==> src/rtl/bsg_noc_link_upsizer.sv <==
// rtl/bsg_noc_link_upsizer.sv - gathers els_p narrow link beats into one wide word.
// Optional idle flush of partial words: define BSG_NOC_UPSIZER_FLUSH_EN.
module bsg_noc_link_upsizer #(
   parameter int in_width_p   = 8,
   parameter int els_p        = 4,
   parameter int timeout_p    = 16,
   localparam int out_width_lp = in_width_p * els_p,
   localparam int els_width_lp = $clog2(els_p + 1)
) (
   input  logic                    clk_i,
   input  logic                    reset_n_i,
   input  logic                    in_v_i,
   input  logic [in_width_p-1:0]   in_data_i,
   output logic                    in_ready_and_o,
   output logic                    out_v_o,
   output logic [out_width_lp-1:0] out_data_o,
   output logic [els_width_lp-1:0] out_els_o,
   input  logic                    out_ready_and_i
);

   localparam logic [els_width_lp-1:0] last_idx_lp = els_width_lp'(els_p - 1);
   localparam logic [els_width_lp-1:0] els_lp      = els_width_lp'(els_p);

   logic [els_p-1:0][in_width_p-1:0] acc_q;
   logic [els_p-1:0][in_width_p-1:0] word_full;
   logic [els_width_lp-1:0]          cnt_q;
   logic [out_width_lp-1:0]          out_q;
   logic                             out_v_q;
   logic [els_width_lp-1:0]          out_els_q;
   logic                             last_beat;
   logic                             accept;
   logic                             drain;
   logic                             flush;

   assign last_beat      = (cnt_q == last_idx_lp);
   assign in_ready_and_o = ~last_beat | ~out_v_q | out_ready_and_i;
   assign accept         = in_v_i & in_ready_and_o;
   assign drain          = out_v_q & out_ready_and_i;

   // Top slice is never written by the accumulator, so it is simply overlaid.
   always_comb begin
      word_full          = acc_q;
      word_full[els_p-1] = in_data_i;
   end

`ifdef BSG_NOC_UPSIZER_FLUSH_EN
   localparam int idle_width_lp = $clog2(timeout_p + 1);
   localparam logic [idle_width_lp-1:0] timeout_lp = idle_width_lp'(timeout_p);

   logic [idle_width_lp-1:0] idle_q;

   assign flush = ~accept & (idle_q == timeout_lp) & (~out_v_q | out_ready_and_i);

   always_ff @(posedge clk_i or negedge reset_n_i) begin
      if (!reset_n_i) begin
         idle_q <= '0;
      end else if (accept || flush) begin
         idle_q <= '0;
      end else if ((cnt_q != '0) && (idle_q != timeout_lp)) begin
         idle_q <= idle_q + idle_width_lp'(1);
      end
   end
`else
   assign flush = 1'b0;
`endif

   always_ff @(posedge clk_i or negedge reset_n_i) begin
      if (!reset_n_i) begin
         acc_q     <= '0;
         cnt_q     <= '0;
         out_q     <= '0;
         out_v_q   <= 1'b0;
         out_els_q <= '0;
      end else begin
         if (drain) begin
            out_v_q <= 1'b0;
         end
         if (accept) begin
            if (last_beat) begin
               out_q     <= word_full;
               out_v_q   <= 1'b1;
               out_els_q <= els_lp;
               cnt_q     <= '0;
               acc_q     <= '0;
            end else begin
               for (int i = 0; i < els_p; i++) begin
                  if (cnt_q == els_width_lp'(i)) begin
                     acc_q[i] <= in_data_i;
                  end
               end
               cnt_q <= cnt_q + els_width_lp'(1);
            end
         end else if (flush) begin
            out_q     <= acc_q;
            out_v_q   <= 1'b1;
            out_els_q <= cnt_q;
            cnt_q     <= '0;
            acc_q     <= '0;
         end
      end
   end

   assign out_v_o    = out_v_q;
   assign out_data_o = out_q;
   assign out_els_o  = out_els_q;

endmodule

==> config.mk <==
export PLATFORM = sky130hd
export DESIGN_NAME = bsg_noc_link_upsizer
export DESIGN_NICKNAME = d
export VERILOG_FILES = /design/src/rtl/bsg_noc_link_upsizer.sv
export SDC_FILE = /design/constraint.sdc
export NUM_CORES = 1
export LEC_CHECK = 0
export CAP_MARGIN = 0
export CORE_MARGIN = 3
export CORE_UTILIZATION = 35
export CTS_CLUSTER_SIZE = 10
export DETAILED_ROUTE_END_ITERATION = 12
export SLEW_MARGIN = 20
export SYNTH_ARGS = -nofsm -noshare
export SYNTH_HDL_FRONTEND = slang
export SYNTH_SLANG_ARGS = --single-unit
==> constraint.sdc <==
create_clock -name clk_i -period 3.3 [get_ports clk_i]
set_input_delay 0.66 -clock clk_i [delete_from_list [all_inputs] [get_ports clk_i]]
set_output_delay 0.66 -clock clk_i [all_outputs]
set_load 0.02 [all_outputs]
* Yosys cells after proc, flatten, opt, wreduce, memory -nomap -nowiden
Cells that the tools add are included.
** Storage, ports and cells
- Register bits after elaboration :: 61
- Bits of input ports :: 12
- Output and inout port bits :: 37
- Word-level logic and storage cells :: 33
** Cells by class
- $add $sub $neg :: 1
- Eq/ne operators :: 3
- Muxes and demuxes :: 8
- Bitwise logic cells :: 6
- Reductions and logical operators :: 8
** Operators by type and width (number)
- 24-bit 2-to-1 mux :: 1
- 8-bit 2-to-1 mux :: 3
- 2-bit AND reduction :: 4
- 3-bit by 2-bit equality test with 1-bit output (second input constant) :: 2
- 2-bit nonzero test :: 3
- 3-bit by 1-bit adder with 3-bit output (second input constant) :: 1
- 3-bit by 1-bit equality test with 1-bit output (second input constant) :: 1
- 3-bit logical NOT :: 1
- 1-bit 2-to-1 mux :: 3
- 3-bit 2-to-1 mux :: 1
- 1-bit bitwise AND :: 2
- 1-bit NOT :: 2
- 1-bit bitwise OR :: 2

* Logic depth before layout (Yosys ltp)
Gate-level depths: netlist of run 1.
- Depth in word-level cells :: 6
- Mapped depth :: 5
- Gate-level depth less buffers :: 5

* Worst setup path after synthesis of run 1
Ideal clock, no wire load.
- Kind :: reg-to-output
- From :: register cnt_q[0]
- To :: output port in_ready_and_o
- Arrival :: 1216 ps
- Data required time :: 2640 ps
- Setup slack :: 1424 ps
- Cell stages (with the launch flop) :: 5
- Buffers on the path :: 1
- Path through :: dfrtp_1 ha_1 nand2b_1 clkbuf_1 or2_2
** Between the ends
- Word-level cells in the longest chain between the ends :: 4
** Ends and longest elaborated chain
- start, declared :: RTL line 26 : logic [els_width_lp-1:0] cnt_q;
- start signal, assigned :: RTL line 91 : cnt_q <= cnt_q + els_width_lp'(1);
- 3-bit by 2-bit equality test with 1-bit output
- 1-bit NOT :: RTL line 36 : assign in_ready_and_o = ~last_beat | ~out_v_q | out_ready_and_i;
- 1-bit bitwise OR (2 in series) :: RTL line 36
- end, declared :: RTL line 14 : output logic in_ready_and_o,
Every way passes these cells.

* Worst setup path in the final report of run 1
Ends and elaborated chain as after synthesis.

==> results.sh, run 1 <==
export IMPL_worst_ep_required_time_ns=2.64
export IMPL_nets=230
export IMPL_worst_setup_path_start_kind="flip-flop"
export IMPL_cts_resized_gates=0
export IMPL_worstMarginPinSlew_ns=0.593
export IMPL_antenna_found_initial=0
export IMPL_tritoncts="built"
export IMPL_timing_critical_path_arrival_ns=2.21
export IMPL_place_port_buffers=46
export IMPL_synth_cell_types=21
export IMPL_worst_setup_hold_path_clk_slew_ns=0.07
export IMPL_worstSetupPathType="flip-flop to primary output"
export IMPL_syn_avg_cell_area_sq_um=15.6
export IMPL_timing_max_cap_violations=0
export IMPL_timing_critical_path_cells="ha_1 > nand2b_1 > or2_2 > clkdlybuf4s50_1"
export IMPL_holdCritPathClass="input pin to async pin"
export IMPL_worstRegToRegCells=4
export IMPL_syn_inst=158
export IMPL_globalRouteOverflowTotal=0
export IMPL_grtUsageMet3=0.0451
export IMPL_cp_max_fo=11
export IMPL_final_setup_tns_ns=0
export IMPL_design_power_total_mw=3.27
export IMPL_cpMaxStageDelayCell="clkdlybuf4s50_1"
export IMPL_pwr_density_nw_per_um2=1010
export IMPL_synth_yosys_warnings=0
export IMPL_fin_worst_skew_ns=0.00721
export IMPL_pin_count_of_the_biggest_net_entering_global_routing=46
export IMPL_max_stage_delay_ns=0.54
export IMPL_clock_tree_root_cell="clkbuf_8"
export IMPL_grt_total_usage=0.128
export IMPL_row_count=29
export IMPL_routed_via_count=1427
export IMPL_drc_errors=0
export IMPL_htree_num_levels=3
export IMPL_vdd_drop_max_mv=0.417
export IMPL_worst_slew_margin_rel=0.604
export IMPL_clock_sink_count=61
export IMPL_cell_family_with_most_cp_delay="simple AND/OR/NAND/NOR gates"
export IMPL_cts_inserted_buffers=9
export IMPL_avgRoutedWirePerCell_microns=15.1
export IMPL_drv_slew=0
export IMPL_power_leakage_nw=1.41
export IMPL_detail_route_antenna_nets=0
export IMPL_finalCriticalPeriod_ns=2.87
export IMPL_route_detailed_vias_per_inst=4.57
export IMPL_die_h_microns=89.8
export IMPL_antenna_cells=0
export IMPL_synth_sequential_area_ratio=0.621
export IMPL_cts_repair_timing_setup_buffer_count=0
export IMPL_die_width_microns=89.8
export IMPL_detail_route_iter0_violations=41
export IMPL_endpoint_kind="primary output"
export IMPL_wire_length_of_the_first_global_routing_pass_mm=8.02
export IMPL_timing_hold_violations_final=0
export IMPL_first_global_vias=1630
export IMPL_reg2reg_slack_ns=1.32
export IMPL_start_util=0.374
export IMPL_timing_rr_start="cnt_q[0]"
export IMPL_netlist_area_sq_um=2460
export IMPL_maxClockFrequency_mhz=349
export IMPL_drt_pass_1_iters=4
export IMPL_design_die_area_sq_um=8070
export IMPL_area_growth_syn_to_layout_pct=31.4
export IMPL_grt_setup_unrepaired="no"
export IMPL_status="complete, no violations"
export IMPL_postCtsHoldBufs=0
export IMPL_fp_coreArea_sq_um=6570
export IMPL_rd_place_congestion=0.736
export IMPL_worst_skew_pair_late_latency_ns=0.33
export IMPL_r2r_end="acc_q[21]"
export IMPL_clock_tree_buffer_depth=2
export IMPL_synth_ff_latch_count=61
export IMPL_post_route_cells_drive_above_1_share=0.370
export IMPL_grt_use_met2=0.211
export IMPL_grt_busiest_layer="met2"
export IMPL_detailedPlacementHpwl_mm=3.46
export IMPL_final_setup_viol_count=0
export IMPL_drt_wl_total_mm=4.72
export IMPL_io_pin_count=49
export IMPL_worstPathBufferInverterCount=1
export IMPL_global_route_usage_met1=0.146
export IMPL_post_route_period_util=0.869
-- cell type report --
cell class | instances | area [sq um]
Sequential cell | 61 | 1530
Clock buffer | 12 | 155
Tap cell | 93 | 116
Timing Repair Buffer | 51 | 513
Fill cell | 581 | 3340
Inverter | 2 | 7.51
Multi-Input combinational cell | 89 | 890
Clock inverter | 4 | 22.5
-- cells in the final DEF, fill, tap and decap left out, types with 2 or more instances in the layout --
master            n
mux2_2           56
and2_1            8
nor2_1            3
clkinv_2          3
ha_1              4
clkbuf_8         11
buf_4             4
nor3_4            3
clkdlybuf4s50_1  45
nand2b_1          4
inv_1             2
dfrtp_1          61
conb_1            2
-- state kept, by name, indices dropped and copies added (netlist names) --
name / count
out_data_o: 32
acc_q: 24
out_v_o: 1
cnt_q: 3
out_els_o: 1
-- cells in the mapped netlist, drive strengths merged --
cell type / count / area, sq um
dfrtp: 61 / 1530
mux2: 57 / 642
and2: 8 / 50.1
buf: 6 / 35.0
ha: 4 / 50.1
nand2b: 4 / 25.0
nor2: 3 / 11.3
nor3: 3 / 48.8
inv: 2 / 7.51
a21boi: 1 / 7.51
a22o: 1 / 8.76
and3b: 1 / 8.76
clkbuf: 1 / 3.75
conb: 1 / 3.75
nand2: 1 / 3.75
nand4b: 1 / 8.76
nor2b: 1 / 6.26
o21ai: 1 / 5.00
or2: 1 / 6.26
-- logic make-up (layout without fill, tap and decap cells) --
family / Yosys count / in the layout / synth area share
flip-flops: 61 / 61 / 0.621
multiplexers: 57 / 57 / 0.261
AND/OR/NAND/NOR: 23 / 23 / 0.0687
buffers and inverters: 9 / 69 / 0.0188
adder cells (fa/ha/maj): 4 / 4 / 0.0204
AO/OA/AOI/OAI: 3 / 3 / 0.00865
other: 1 / 2 / 0.00153
-- routing by layer --
metal	vias up	wire length (microns)
met5	-	0
met4	0	107
met3	11	258
met2	40	2360
met1	722	2000
li1	654	-
-- how the worst max path moves through the flow --
stage	start	end	slack, ns	cells past startpoint
final	cnt_q[0]	in_ready_and_o	0.43	4
after global routing	cnt_q[0]	in_ready_and_o	0.26	4
after CTS	cnt_q[0]	in_ready_and_o	0.40	4
after detailed placement	out_ready_and_i	in_ready_and_o	0.52	4
after global placement	out_ready_and_i	in_ready_and_o	0.58	4
after floorplan	cnt_q[0]	in_ready_and_o	1.42	4
-- metrics by stage --
stage | hold slack, ns | utilization | instances | setup WS (ns) | instance area [sq um]
2_1_floorplan | 0.364 | - | 159 | 1.42 | 2460
3_3_place_gp | 0.450 | 0.461 | 295 | 0.578 | 3030
3_5_place_dp | 0.451 | 0.461 | 295 | 0.524 | 3030
4_1_cts | 0.470 | 0.488 | 311 | 0.399 | 3200
5_1_grt | 0.352 | 0.492 | 312 | 0.260 | 3230
6_report | 0.330 | 0.492 | 312 | 0.433 | 3230
-- power breakdown --
part | switching, mW | internal, mW
Sequential | 0.193 | 1.11
Combinational | 0.630 | 0.759
Clock | 0.269 | 0.309
No activity file was read; power rests on OpenSTA's default activity.
==> run 2: changes to the inputs <==
--- a/config.mk
+++ b/config.mk
@@ -6,7 +6,6 @@
 export NUM_CORES = 1
 export LEC_CHECK = 0
 export CAP_MARGIN = 0
-export CORE_MARGIN = 3
 export CORE_UTILIZATION = 35
 export CTS_CLUSTER_SIZE = 10
 export DETAILED_ROUTE_END_ITERATION = 12
==> results.sh, run 2 (same netlist as run 1, synthesis figures left out) <==
export IMPL_core_utilization_of_the_finished_layout=0.469
export IMPL_status="complete, no violations"
export IMPL_routed_via_count=1375
export IMPL_timing_hold_violations_final=0
export IMPL_postLayoutCellArea_sq_um=3190
export IMPL_drc_errors=0
export IMPL_wirelength_met1_mm=2.09
export IMPL_route_detailed_vias_per_inst=4.42
export IMPL_holdCritPathClass="input pin to async pin"
export IMPL_clock_sink_count=61
export IMPL_placedInstanceArea_sq_um=3020
export IMPL_first_global_vias=1463
export IMPL_design_die_area_sq_um=7360
export IMPL_row_count=30
export IMPL_worstSetupPathType="flip-flop to primary output"
export IMPL_rd_place_congestion=0.694
export IMPL_area_growth_syn_to_layout_pct=29.6
export IMPL_fillerInstances=628
export IMPL_worst_setup_hold_path_clk_slew_ns=0.06
export IMPL_detail_route_iter0_violations=25
export IMPL_post_place_worst_slack_ns=0.573
export IMPL_worst_slew_margin_rel=0.503
export IMPL_postCtsHoldBufs=0
export IMPL_wire_length_of_the_first_global_routing_pass_mm=7.19
export IMPL_layout_commonest_cell="dfrtp_1"
export IMPL_fin_worst_skew_ns=0.00684
export IMPL_top_layer="met4"
export IMPL_finalCriticalPeriod_ns=2.88
export IMPL_grt_total_usage=0.131
export IMPL_detailedPlacementHpwl_mm=2.83
export IMPL_timing_max_cap_violations=0
export IMPL_htree_num_levels=3
export IMPL_cts_resized_gates=0
export IMPL_antenna_found_initial=0
export IMPL_cts_inserted_buffers=9
export IMPL_sequentialPowerShare=0.401
export IMPL_reg2reg_slack_ns=1.29
export IMPL_worstMarginPinSlew_ns=0.745
export IMPL_post_route_period_util=0.872
export IMPL_worst_setup_path_start_kind="flip-flop"
export IMPL_internal_power_mw=2.16
export IMPL_pwr_density_nw_per_um2=1010
export IMPL_layout_common_cells="dfrtp_1 (61), mux2_2 (56), clkdlybuf4s50_1 (45)"
export IMPL_timing_rr_start="cnt_q[0]"
export IMPL_setup_slack_ns=0.424
export IMPL_area_sequential_sq_um=1530
export IMPL_antenna_cells=0
export IMPL_globalRouteOverflowTotal=0
export IMPL_drt_pass_1_iters=4
export IMPL_cp_max_fo=11
export IMPL_power_frac_clock=0.173
export IMPL_route_met2_wl_mm=2.06
export IMPL_detail_route_antenna_nets=0
export IMPL_drt_wl_total_mm=4.31
export IMPL_r2r_end="acc_q[23]"
export IMPL_worst_ep_required_time_ns=2.64
export IMPL_timing_critical_path_arrival_ns=2.22
export IMPL_io_pin_count=49
export IMPL_final_setup_viol_count=0
export IMPL_vdd_drop_max_mv=0.623
export IMPL_post_route_cells_drive_above_1_share=0.358
export IMPL_power_combinational_fraction=0.426
export IMPL_nets=228
export IMPL_max_reg_flops=32
export IMPL_drv_slew=0
export IMPL_routed_wl_met3_microns=126
export IMPL_power_leakage_nw=1.39
export IMPL_clock_tree_buffer_depth=2
export IMPL_start_util=0.362
export IMPL_place_port_buffers=46
export IMPL_pin_count_of_the_biggest_net_entering_global_routing=62
export IMPL_final_setup_tns_ns=0
export IMPL_endpoint_kind="primary output"
export IMPL_worst_skew_pair_late_latency_ns=0.32
export IMPL_die_width_microns=85.8
export IMPL_netSwitchingFraction=0.327
export IMPL_maxClockFrequency_mhz=348
export IMPL_avgRoutedWirePerCell_microns=13.9
export IMPL_multi_input_comb_area_sq_um=890
export IMPL_clock_tree_root_cell="clkbuf_8"
export IMPL_cts_repair_timing_setup_buffer_count=0
export IMPL_worstRegToRegCells=4
export IMPL_die_h_microns=85.8
export IMPL_fp_coreArea_sq_um=6790
export IMPL_net_switching_power_mw=1.05
export IMPL_design_power_total_mw=3.22
export IMPL_tritoncts="built"
export IMPL_grt_setup_unrepaired="no"
[run 2: cell types whose count changed in the layout (fill, tap and decap cells not counted), sizes merged]
| cell | previous run | this run |
|---|---|---|
| buf | 6 | 4 |
| clkinv | 3 | 2 |
| clkinvlp | 1 | 0 |
[run 2: worst max-delay path by stage]
stage	startpoint	endpoint	slack [ns]	cells after the start
floorplan	cnt_q[0]	in_ready_and_o	1.42	4
global placement	out_ready_and_i	in_ready_and_o	0.58	4
detailed placement	out_ready_and_i	in_ready_and_o	0.57	4
CTS	cnt_q[0]	in_ready_and_o	0.38	4
global route	cnt_q[0]	in_ready_and_o	0.27	4
finish	cnt_q[0]	in_ready_and_o	0.42	4
[run 2: critical path, stage by stage (launching register included)]
cell,delay (ns)
dfrtp_1,0.41
ha_1,0.30
nand2b_1,0.28
or2_2,0.37
clkdlybuf4s50_1,0.54
[run 2: per-stage QoR]
stage	hold slack, ns	std cells
floorplan	0.364	159
finish	0.477	311
CTS	0.488	311
detailed placement	0.470	297
global placement	0.453	297
global route	0.506	311
[run 2: power groups by stage]
stage	Sequential [mW]	Combinational, mW	Clock, mW
after CTS	1.29	1.39	0.579
after global placement	1.30	1.37	0
after floorplan	1.51	0.613	0
after global routing	1.34	1.48	0.605
final	1.29	1.37	0.557
after detailed placement	1.30	1.39	0
[run 2: cell type report]
cell class,count,share of cell area
flip-flops and latches,61,0.479
clock inverters,2,0.00314
clock buffers,12,0.0487
well taps,96,0.0377
repair buffers,49,0.150
multi-input cells,89,0.279
inverters,2,0.00236
[run 2: layer usage]
layer  track usage  vias up
met1         0.173      695
met2         0.204       28
li1              -      648
met5             0        -
met4        0.0545        0
met3        0.0375        4
==> run 3: changes to the inputs <==
--- a/config.mk
+++ b/config.mk
@@ -9,6 +9,7 @@
 export CORE_UTILIZATION = 35
 export CTS_CLUSTER_SIZE = 10
 export DETAILED_ROUTE_END_ITERATION = 12
+export GPL_ROUTABILITY_DRIVEN = 0
 export SLEW_MARGIN = 20
 export SYNTH_ARGS = -nofsm -noshare
 export SYNTH_HDL_FRONTEND = slang
==> results of run 3 <==
Same layout as run 2: the final DEF is identical, and so are final timing and power.
